File: src/rtl/parking_gate_if.sv
// Gate-side bundle for parking_gate_ctrl: raw sensors and card reader in,
// event pulses, barrier drives and time of day out.
interface parking_gate_if;
  logic       entry_sensor;
  logic       entry_card_valid;
  logic       entry_card_uni;
  logic       exit_sensor;
  logic       exit_card_uni;
  logic       uni_is_vacated_space;
  logic       is_vacated_space;
  logic       car_entered;
  logic       is_uni_car_entered;
  logic       car_exited;
  logic       is_uni_car_exited;
  logic [5:0] hour;
  logic [5:0] minute;
  logic       entry_barrier_open;
  logic       exit_barrier_open;
  logic       entry_denied;

  modport master (
    output entry_sensor, entry_card_valid, entry_card_uni, exit_sensor,
           exit_card_uni, uni_is_vacated_space, is_vacated_space,
    input  car_entered, is_uni_car_entered, car_exited, is_uni_car_exited,
           hour, minute, entry_barrier_open, exit_barrier_open, entry_denied
  );

  modport slave (
    input  entry_sensor, entry_card_valid, entry_card_uni, exit_sensor,
           exit_card_uni, uni_is_vacated_space, is_vacated_space,
    output car_entered, is_uni_car_entered, car_exited, is_uni_car_exited,
           hour, minute, entry_barrier_open, exit_barrier_open, entry_denied
  );
endinterface

File: src/rtl/parking_gate_ctrl.sv
// parking_gate_ctrl: sensor conditioning, entry admission, exit handling,
// event pulse generation and time-of-day for the occupancy block.
// Optional macro GATE_DEBOUNCE_EN adds a DEBOUNCE_CYCLES stable-sample filter
// after the synchronizer.
module parking_gate_ctrl #(
  parameter int TICKS_PER_MIN   = 60,
  parameter int START_HOUR      = 8,
  parameter int ID_TIMEOUT      = 16,
  parameter int DEBOUNCE_CYCLES = 4
) (
  input logic           clk,
  input logic           rst_n,
  parking_gate_if.slave gate
);
  localparam int TW = (TICKS_PER_MIN > 1) ? $clog2(TICKS_PER_MIN) : 1;
  localparam int IW = $clog2(ID_TIMEOUT);

  localparam logic [2:0] E_IDLE    = 3'd0;
  localparam logic [2:0] E_WAIT_ID = 3'd1;
  localparam logic [2:0] E_CHECK   = 3'd2;
  localparam logic [2:0] E_OPEN    = 3'd3;
  localparam logic [2:0] E_DENY    = 3'd4;
  localparam logic [0:0] X_IDLE    = 1'b0;
  localparam logic [0:0] X_OPEN    = 1'b1;

  // Out-of-range parameters elaborate this empty marker block.
  if (TICKS_PER_MIN < 1 || ID_TIMEOUT < 2 || DEBOUNCE_CYCLES < 1 ||
      START_HOUR < 0 || START_HOUR > 23) begin : g_bad_param
  end

  // Sensor lanes: bit 0 = entry, bit 1 = exit.
  logic [1:0] raw, sync1, sens_s, sens_q, sens_h, rise, fall;
  assign raw = {gate.exit_sensor, gate.entry_sensor};

  // Two-flop synchronizer; reset high so a sensor held through reset is no rise.
  always_ff @(posedge clk) begin
    if (!rst_n) begin
      sync1  <= '1;
      sens_s <= '1;
    end else begin
      sync1  <= raw;
      sens_s <= sync1;
    end
  end

`ifdef GATE_DEBOUNCE_EN
  localparam int DW = (DEBOUNCE_CYCLES > 1) ? $clog2(DEBOUNCE_CYCLES) : 1;
  for (genvar i = 0; i < 2; i++) begin : g_deb
    logic [DW-1:0] cnt;
    logic          lvl;
    // New level accepted after DEBOUNCE_CYCLES consecutive differing samples.
    always_ff @(posedge clk) begin
      if (!rst_n) begin
        cnt <= '0;
        lvl <= 1'b1;
      end else if (sens_s[i] == lvl) begin
        cnt <= '0;
      end else if (cnt == DW'(DEBOUNCE_CYCLES - 1)) begin
        cnt <= '0;
        lvl <= sens_s[i];
      end else begin
        cnt <= cnt + 1'b1;
      end
    end
    assign sens_q[i] = lvl;
  end
`else
  assign sens_q = sens_s;
`endif

  // One-cycle history for edge detection, reset high like the synchronizer.
  always_ff @(posedge clk) begin
    if (!rst_n) sens_h <= '1;
    else        sens_h <= sens_q;
  end
  assign rise = sens_q & ~sens_h;
  assign fall = ~sens_q & sens_h;

  // Free-running time of day.
  logic [TW-1:0] tick;
  logic [5:0]    minute_q, hour_q;
  always_ff @(posedge clk) begin
    if (!rst_n) begin
      tick     <= '0;
      minute_q <= '0;
      hour_q   <= 6'(START_HOUR);
    end else if (tick == TW'(TICKS_PER_MIN - 1)) begin
      tick <= '0;
      if (minute_q == 6'd59) begin
        minute_q <= '0;
        hour_q   <= (hour_q == 6'd23) ? 6'd0 : hour_q + 6'd1;
      end else begin
        minute_q <= minute_q + 6'd1;
      end
    end else begin
      tick <= tick + 1'b1;
    end
  end

  // Entry admission: wait for a card, check vacancy once, then open or deny.
  logic [2:0]    e_state;
  logic [IW-1:0] e_timer;
  logic          e_uni, grant;
  assign grant = e_uni ? (gate.uni_is_vacated_space | gate.is_vacated_space)
                       : gate.is_vacated_space;

  always_ff @(posedge clk) begin
    if (!rst_n) begin
      e_state <= E_IDLE;
      e_timer <= '0;
      e_uni   <= 1'b0;
    end else begin
      case (e_state)
        E_IDLE: if (rise[0]) begin
          e_state <= E_WAIT_ID;
          e_timer <= '0;
        end
        E_WAIT_ID: begin
          if (gate.entry_card_valid) begin
            e_uni   <= gate.entry_card_uni;
            e_state <= E_CHECK;
          end else if (fall[0]) begin
            e_state <= E_IDLE;
          end else if (e_timer == IW'(ID_TIMEOUT - 1)) begin
            e_state <= E_DENY;
          end else begin
            e_timer <= e_timer + 1'b1;
          end
        end
        // A car leaving mid-check must not leave the barrier open behind it.
        E_CHECK: e_state <= fall[0] ? E_IDLE : (grant ? E_OPEN : E_DENY);
        E_OPEN:  if (fall[0]) e_state <= E_IDLE;
        E_DENY:  if (fall[0]) e_state <= E_IDLE;
        default: e_state <= E_IDLE;
      endcase
    end
  end

  // Exit: every detected car is let out; class latched on arrival.
  logic [0:0] x_state;
  logic       x_uni;
  always_ff @(posedge clk) begin
    if (!rst_n) begin
      x_state <= X_IDLE;
      x_uni   <= 1'b0;
    end else if (x_state == X_IDLE) begin
      if (rise[1]) begin
        x_uni   <= gate.exit_card_uni;
        x_state <= X_OPEN;
      end
    end else if (fall[1]) begin
      x_state <= X_IDLE;
    end
  end

  logic ent_req, ex_req;
  assign ent_req = (e_state == E_OPEN) && fall[0];
  assign ex_req  = (x_state == X_OPEN) && fall[1];

  // Registered event pulses; exit wins a shared cycle, entry waits in pending slot.
  logic car_entered_q, uni_entered_q, car_exited_q, uni_exited_q;
  logic pend_vld, pend_uni;
  always_ff @(posedge clk) begin
    if (!rst_n) begin
      car_entered_q <= 1'b0;
      uni_entered_q <= 1'b0;
      car_exited_q  <= 1'b0;
      uni_exited_q  <= 1'b0;
      pend_vld      <= 1'b0;
      pend_uni      <= 1'b0;
    end else begin
      car_exited_q <= ex_req;
      uni_exited_q <= ex_req & x_uni;
      if (ex_req) begin
        car_entered_q <= 1'b0;
        uni_entered_q <= 1'b0;
        pend_vld      <= pend_vld | ent_req;
        pend_uni      <= pend_vld ? pend_uni : e_uni;
      end else begin
        car_entered_q <= pend_vld | ent_req;
        uni_entered_q <= pend_vld ? pend_uni : (ent_req & e_uni);
        pend_vld      <= pend_vld & ent_req;
        pend_uni      <= e_uni;
      end
    end
  end

  assign gate.car_entered        = car_entered_q;
  assign gate.is_uni_car_entered = uni_entered_q;
  assign gate.car_exited         = car_exited_q;
  assign gate.is_uni_car_exited  = uni_exited_q;
  assign gate.hour               = hour_q;
  assign gate.minute             = minute_q;
  assign gate.entry_barrier_open = (e_state == E_OPEN);
  assign gate.exit_barrier_open  = (x_state == X_OPEN);
  assign gate.entry_denied       = (e_state == E_DENY);
endmodule

File: src/flat_wrapper.sv
// flat-port wrapper written by rule: the top's interface ports become plain ports
module parking_gate_ctrl_flat 
#(
  parameter int TICKS_PER_MIN   = 60,
  parameter int START_HOUR      = 8,
  parameter int ID_TIMEOUT      = 16,
  parameter int DEBOUNCE_CYCLES = 4
)
  (clk, rst_n, gate_entry_sensor, gate_entry_card_valid, gate_entry_card_uni, gate_exit_sensor, gate_exit_card_uni, gate_uni_is_vacated_space, gate_is_vacated_space, gate_car_entered, gate_is_uni_car_entered, gate_car_exited, gate_is_uni_car_exited, gate_hour, gate_minute, gate_entry_barrier_open, gate_exit_barrier_open, gate_entry_denied);
  parking_gate_if gate_i ();
  input logic clk;
  input logic rst_n;
  input wire logic [$bits(gate_i.entry_sensor)-1:0] gate_entry_sensor;
  input wire logic [$bits(gate_i.entry_card_valid)-1:0] gate_entry_card_valid;
  input wire logic [$bits(gate_i.entry_card_uni)-1:0] gate_entry_card_uni;
  input wire logic [$bits(gate_i.exit_sensor)-1:0] gate_exit_sensor;
  input wire logic [$bits(gate_i.exit_card_uni)-1:0] gate_exit_card_uni;
  input wire logic [$bits(gate_i.uni_is_vacated_space)-1:0] gate_uni_is_vacated_space;
  input wire logic [$bits(gate_i.is_vacated_space)-1:0] gate_is_vacated_space;
  output wire logic [$bits(gate_i.car_entered)-1:0] gate_car_entered;
  output wire logic [$bits(gate_i.is_uni_car_entered)-1:0] gate_is_uni_car_entered;
  output wire logic [$bits(gate_i.car_exited)-1:0] gate_car_exited;
  output wire logic [$bits(gate_i.is_uni_car_exited)-1:0] gate_is_uni_car_exited;
  output wire logic [$bits(gate_i.hour)-1:0] gate_hour;
  output wire logic [$bits(gate_i.minute)-1:0] gate_minute;
  output wire logic [$bits(gate_i.entry_barrier_open)-1:0] gate_entry_barrier_open;
  output wire logic [$bits(gate_i.exit_barrier_open)-1:0] gate_exit_barrier_open;
  output wire logic [$bits(gate_i.entry_denied)-1:0] gate_entry_denied;
  assign gate_i.entry_sensor = gate_entry_sensor;
  assign gate_i.entry_card_valid = gate_entry_card_valid;
  assign gate_i.entry_card_uni = gate_entry_card_uni;
  assign gate_i.exit_sensor = gate_exit_sensor;
  assign gate_i.exit_card_uni = gate_exit_card_uni;
  assign gate_i.uni_is_vacated_space = gate_uni_is_vacated_space;
  assign gate_i.is_vacated_space = gate_is_vacated_space;
  assign gate_car_entered = gate_i.car_entered;
  assign gate_is_uni_car_entered = gate_i.is_uni_car_entered;
  assign gate_car_exited = gate_i.car_exited;
  assign gate_is_uni_car_exited = gate_i.is_uni_car_exited;
  assign gate_hour = gate_i.hour;
  assign gate_minute = gate_i.minute;
  assign gate_entry_barrier_open = gate_i.entry_barrier_open;
  assign gate_exit_barrier_open = gate_i.exit_barrier_open;
  assign gate_entry_denied = gate_i.entry_denied;
  parking_gate_ctrl #(.TICKS_PER_MIN(TICKS_PER_MIN), .START_HOUR(START_HOUR), .ID_TIMEOUT(ID_TIMEOUT), .DEBOUNCE_CYCLES(DEBOUNCE_CYCLES)) u_core (.clk(clk), .rst_n(rst_n), .gate(gate_i));
endmodule
File: config.mk
export PLATFORM = sky130hd
export DESIGN_NAME = parking_gate_ctrl_flat
export DESIGN_NICKNAME = d
export VERILOG_FILES = /design/src/rtl/parking_gate_if.sv /design/src/rtl/parking_gate_ctrl.sv /design/src/flat_wrapper.sv
export SDC_FILE = /design/constraint.sdc
export NUM_CORES = 1
export LEC_CHECK = 0
export ABC_AREA = 1
export CORE_ASPECT_RATIO = 1.75
export CORE_MARGIN = 4
export CORE_UTILIZATION = 39
export DETAILED_ROUTE_END_ITERATION = 10
export SLEW_MARGIN = 20
export SYNTH_ARGS = -nofsm -noshare
export SYNTH_HDL_FRONTEND = slang
export SYNTH_SLANG_ARGS = --single-unit
File: constraint.sdc
create_clock -name clk -period 1.4 [get_ports clk]
set_input_delay 0.35 -clock clk [delete_from_list [all_inputs] [get_ports clk]]
set_output_delay 0.35 -clock clk [all_outputs]
set_load 0.01 [all_outputs]
Word-level counts from Yosys, hierarchy flattened
Index checks and enable logic that the tools add are counted.
{ "op_classes": {"addsub": 4, "n_eq_ne": 15, "muxes": 23, "bitwise_logic": 11, "n_reduce_logical": 12} }
{ "ops": {"columns": ["op", "n"], "rows": [
  ["$mux W3", 7],
  ["$add A6 B1 Y6 const B", 3],
  ["$mux W4", 4],
  ["$eq A6 B6 Y1 const B", 2],
  ["$mux W6", 2],
  ["$pmux W3 S4", 1],
  ["$mux W1", 8],
  ["$ne A2 B2 Y1 const B", 4],
  ["$pmux W4 S2", 1],
  ["$eq A3 B2 Y1 const B", 2],
  ["$eq A6 B5 Y1 const B", 1],
  ["$reduce_and A2 Y1", 3],
  ["$reduce_or A2 Y1", 3],
  ["$reduce_and A5 Y1", 1],
  ["$add A4 B1 Y4 const B", 1],
  ["$and A2 B2 Y2", 2],
  ["$eq A4 B4 Y1 const B", 1],
  ["$ne A2 B1 Y1 const B", 2],
  ["$ne A4 B2 Y1 const B", 1],
  ["$not A2 Y2", 2],
  ["$and A1 B1 Y1", 3],
  ["$eq A3 B1 Y1 const B", 1],
  ["$eq A3 B3 Y1 const B", 1],
  ["$logic_not A3 Y1", 1],
  ["5 further kinds", 8]
]} }
{ "word_totals": {"ff_bits": 40, "input_bits": 9, "output_inout_bits": 19, "word_cells": 82} }

Longest topological paths before layout
{ "logic_depth": {"ltp_word": 5, "depth_mapped": 9, "ltp_nobuf": 9} }

Worst setup path before layout
No wires, ideal clock.
{ "synth_path": {"path_type": "register -> register", "startpoint": "register u_core.minute_q[0], in the netlist u_core.gate.minute[0]", "endpoint": "register u_core.hour_q[0], in the netlist u_core.gate.hour[0]", "setup_time_ps": 70, "t_arrival_ps": 1228, "required_time_ps": 1330, "path_slack_ps": 101, "path_stages_with_launch": 8, "n_path_buf": 0, "synth_period_minus_slack_ps": 1299, "cell_sequence": "dfxtp_1 > ha_1 > nand3_1 > nor2_1 > nand2_4 > clkinv_4 > nand3b_1 > a21oi_1"} }
{ "synth_between": {"elab_chain_len": 2} }
{ "synth_lines": {"columns": ["element", "line_no", "text"], "rows": [
  ["from (decl)", "parking_gate_ctrl.sv:81", "logic [5:0] minute_q, hour_q;"],
  ["from (signal assigned)", "parking_gate_ctrl.sv:93", "minute_q <= minute_q + 6'd1;"],
  ["$eq A6 B6 Y1", "parking_gate_ctrl.sv:89", "if (minute_q == 6'd59) begin"],
  ["$reduce_and A2 Y1 (no line)", null, null],
  ["to (signal assigned)", "parking_gate_ctrl.sv:86", "hour_q <= 6'(START_HOUR);"],
  ["to (signal assigned)", "parking_gate_ctrl.sv:91", "hour_q <= (hour_q == 6'd23) ? 6'd0 : hour_q + 6'd1;"],
  ["to (decl)", "parking_gate_ctrl.sv:81", null]
]} }
No other way between the ends.
A chain may end at the register's enable or synchronous reset.

Final worst setup path
{ "layout_path": {"startpoint": "register u_core.hour_q[3], in the netlist u_core.gate.hour[3]", "endpoint": "output port gate_hour[3]"} }
{ "layout_lines": {"columns": ["element", "line_no", "text"], "rows": [
  ["to (decl)", "flat_wrapper.sv:24", "output wire logic [$bits(gate_i.hour)-1:0] gate_hour;"]
]} }
No word-level cell between the ends.

==> impl_results.md <==
- Largest family of logic cells by synthesized area: simple AND/OR/NAND/NOR gates
- Sequential share of the synthesized area: a little over two fifths
- Pins Over Slew Limit: 0
- Crit path DAT: between 0.9 and 1 ns
- Setup crit end kind: primary output
- Global route overflow: 0
- P_leak: approximately 1.2 nW
- Relative slew margins: roughly four fifths
- Row count: 33
- TritonCTS buffer count: 5
- Max Root-Sink Buffers: 2
- Final core occ: 52.9%
- Power Density: 1300 mW/mm^2
- Startpoint types: flip-flop
- Post-DP HPWL: 3280 um
- Slowest-stage cell, CP: dfxtp_1
- Mean area per synthesized cell: between 7 and 8 um^2
- Period utilisation layout: approximately 95%
- Core area: roughly 0.0047 mm^2
- Total Power: 0.00320 W
- Status: complete, no violations
- Via count: 1,767
- Die area: 0.00597 mm^2
- CTS tree: done
- Crit path time final: approximately 1.3 ns
- Compound-Gate Fraction of Synth Area: 8.23%
- Average wire per standard cell: 11.5 um
- Share of layout cells above drive strength 1: approximately 20%
- Layout Skew: roughly 0.007 ns
- Ant. Diodes: 0
- Antenna-violating nets left: 0
- Port-buffer cells: 27
- Initial antenna violation count: 0
- Clock latency on the worst-skew pair: 0.29 ns
- Ys async rst share: 0%
- Dpl cells: between 300 and 400
- Final nets: around 320
- Finish-stage setup viols: 0
- H-tree depth: 2
- RSZ-0062 raised after global routing: true
- WL final: between 4000 and 5000 um
- Maximum VDD drop: roughly 0.76 mV
- Syn. warnings: 0
- Total GRT Usage: between 10% and 20%
- Worst-Margin Slew: approximately 0.3 ns
- Clock-pin transition on the worst setup and hold timing paths: 0.08 ns
- Finished Cell Area: 0.00247 mm^2
- Clk sinks: 40
- Worst Hold Class: flip-flop to flip-flop
- Vias per cell: just under 5
- Boundary Pins: 28
- Final cell count without fillers: roughly 360
- Synth Area in XOR/XNOR: ~4.7%
- Dpl cell area: roughly 0.0024 mm^2
- Maxcap violations: 0
- Register bit total from synthesis: 40
- Synthesis-to-layout area growth: 32.9%
- Synth Area in Adders: between 2 and 3%
- Cell area after synthesis: between 0.0015 and 0.002 mm^2
- Netlist cell types: 28
- Mux share of post-synthesis cell area: 0%
- Pre-antenna DRT Iters: 4
- Top FF cell, synth: dfxtp_1
- Crit-path leading delay family: flip-flops
- Hold Fails Final Rpt: 0
- First-pass GRT wire length: just over 7000 um
- CP bufs+invs: 1
- Initial DRC count: ~110
- # fillers: ~460
- Largest net degree at the start of global routing: 14
- CTS root buffer: clkbuf_8
- Req. time, crit path: 1.05 ns
- Simple-Gate Fraction of Synth Area: 34.4%
- Post-synth EDFFs: 0
- CP peak stage delay: 0.39 ns
- Post-route DRC: 0
- Number of global-route vias before repair: ~1.7k
- Syn Inst Count: 254
- Starting density of the core: 39.8%
- CP Class: flip-flop to primary output
- Die H: approximately 99 um
- Fmax: between 0.7 and 0.8 GHz
- Placer congestion estimate: roughly 0.86
- Post-Syn Nets: 267
- Worst-path cell chain: dlygate4sd2_1
- Chip Width: 60.1 um
- CP Max Fanout: 4
[per-stage QoR]
step                      worst slack [ns]  setup TNS (ns)  hold WS, ns
after floorplan                      0.101               0        0.393
after global placement              -0.118          -0.686        0.401
after detailed placement            -0.120          -0.808        0.402
after CTS                          -0.0540         -0.0540        0.433
after global routing              -0.00206        -0.00206        0.431
final                               0.0694               0        0.420
[power by group]
| part | switching, W | total [W] | internal (W) |
|---|---|---|---|
| combinational | 0.000556 | 0.000972 | 0.000416 |
| clock | 0.000404 | 0.000932 | 0.000527 |
| sequential | 0.0000684 | 0.00130 | 0.00123 |
| total | 0.00103 | 0.00320 | 0.00218 |
[sequential cells by signal (all words and copies together), names as in the netlist]
| register | cells |
|---|---|
| u_core.sens_q | 2 |
| u_core.gate.is_uni_car_entered | 1 |
| u_core.sync1 | 2 |
| u_core.sens_h | 2 |
| u_core.gate.exit_barrier_open | 1 |
| u_core.pend_vld | 1 |
| u_core.e_uni | 1 |
| u_core.pend_uni | 1 |
| u_core.gate.is_uni_car_exited | 1 |
| u_core.e_timer | 4 |
| u_core.gate.minute | 6 |
| u_core.e_state | 3 |
| u_core.x_uni | 1 |
| u_core.gate.hour | 6 |
| u_core.tick | 6 |
| u_core.gate.car_exited | 1 |
| u_core.gate.car_entered | 1 |
[timing repair]
item,4_1_cts,5_1_grt
hold buffers,0,0
gates resized for setup,26,11
buffers inserted,0,1
endpoints found under the setup margin,19,17
pin swaps,0,1
[area by class of cell]
| cell class | count | area [um^2] | share of cell area (%) |
|---|---|---|---|
| multi-input cells | 182 | 946 | 38.4 |
| clock buffers | 5 | 68.8 | 2.79 |
| flip-flops and latches | 40 | 810 | 32.8 |
| inverters | 30 | 118 | 4.77 |
| repair buffers | 49 | 417 | 16.9 |
| well taps | 52 | 65.1 | 2.64 |
| clock inverters | 3 | 42.5 | 1.73 |
[cells by family (layout without fill, tap and decap cells)]
logic type	after synthesis	in the layout
buffers and inverters	32	87
XOR/XNOR	10	10
flip-flops	40	40
AND/OR/NAND/NOR	139	139
AO/OA/AOI/OAI	29	29
adder cells (fa/ha/maj)	4	4
[Yosys cell counts, types with 2 or more instances]
library cell | instances | area, um^2
nand2_1 | 57 | 214
nor2_1 | 41 | 154
dfxtp_1 | 40 | 801
inv_1 | 25 | 93.8
nand3_1 | 20 | 100
a21oi_1 | 18 | 90.1
o21ai_0 | 7 | 35.0
xor2_1 | 6 | 52.6
ha_1 | 4 | 50.1
inv_2 | 4 | 15.0
or2_2 | 4 | 25.0
xnor2_1 | 4 | 35.0
nand3_2 | 3 | 30.0
nor3_1 | 3 | 15.0
nand2_2 | 2 | 12.5
nand2_4 | 2 | 22.5
nand3b_1 | 2 | 15.0
nand4_1 | 2 | 12.5
[final timing paths]
kind	startpoint	endpoint	slack, ns	cells past startpoint
worst max-delay path	u_core.gate.hour[3]$_SDFFE_PN1P_	gate_hour[3]	0.07	1
worst min-delay path	u_core.tick[0]$_SDFF_PP0_	u_core.tick[0]$_SDFF_PP0_	0.42	1
worst max register to register	u_core.tick[0]$_SDFF_PP0_	u_core.gate.hour[1]$_SDFFE_PN0P_	0.08	6
worst min register to register	u_core.tick[0]$_SDFF_PP0_	u_core.tick[0]$_SDFF_PP0_	0.42	1
[placed cells by master, fill, tap and decap left out, types with 3 or more instances in the layout]
cell,synthesis,layout
nor3_1,3,3
or2_2,4,4
nand3_2,3,3
nand3_1,20,20
xnor2_1,4,4
dfxtp_2,0,4
inv_2,4,4
a21oi_1,18,18
clkdlybuf4s50_1,0,8
inv_1,25,25
clkbuf_8,0,5
o21ai_0,7,7
nand2_1,57,56
xor2_1,6,6
buf_4,0,21
dfxtp_1,40,35
nor2_1,41,39
dlygate4sd2_1,0,17
nand2_2,2,3
[metal layers]
metal | part of all wire [%] | routed length, um | vias up | track usage, %
met5 | 0 | 0 | - | 0
met4 | 3.2 | 133 | 0 | 9.04
met3 | 3.9 | 164 | 17 | 3.64
met2 | 54 | 2260 | 46 | 27.3
met1 | 39 | 1610 | 797 | 15.8
li1 | - | - | 907 | -
Power figures use the tool's default switching activity.
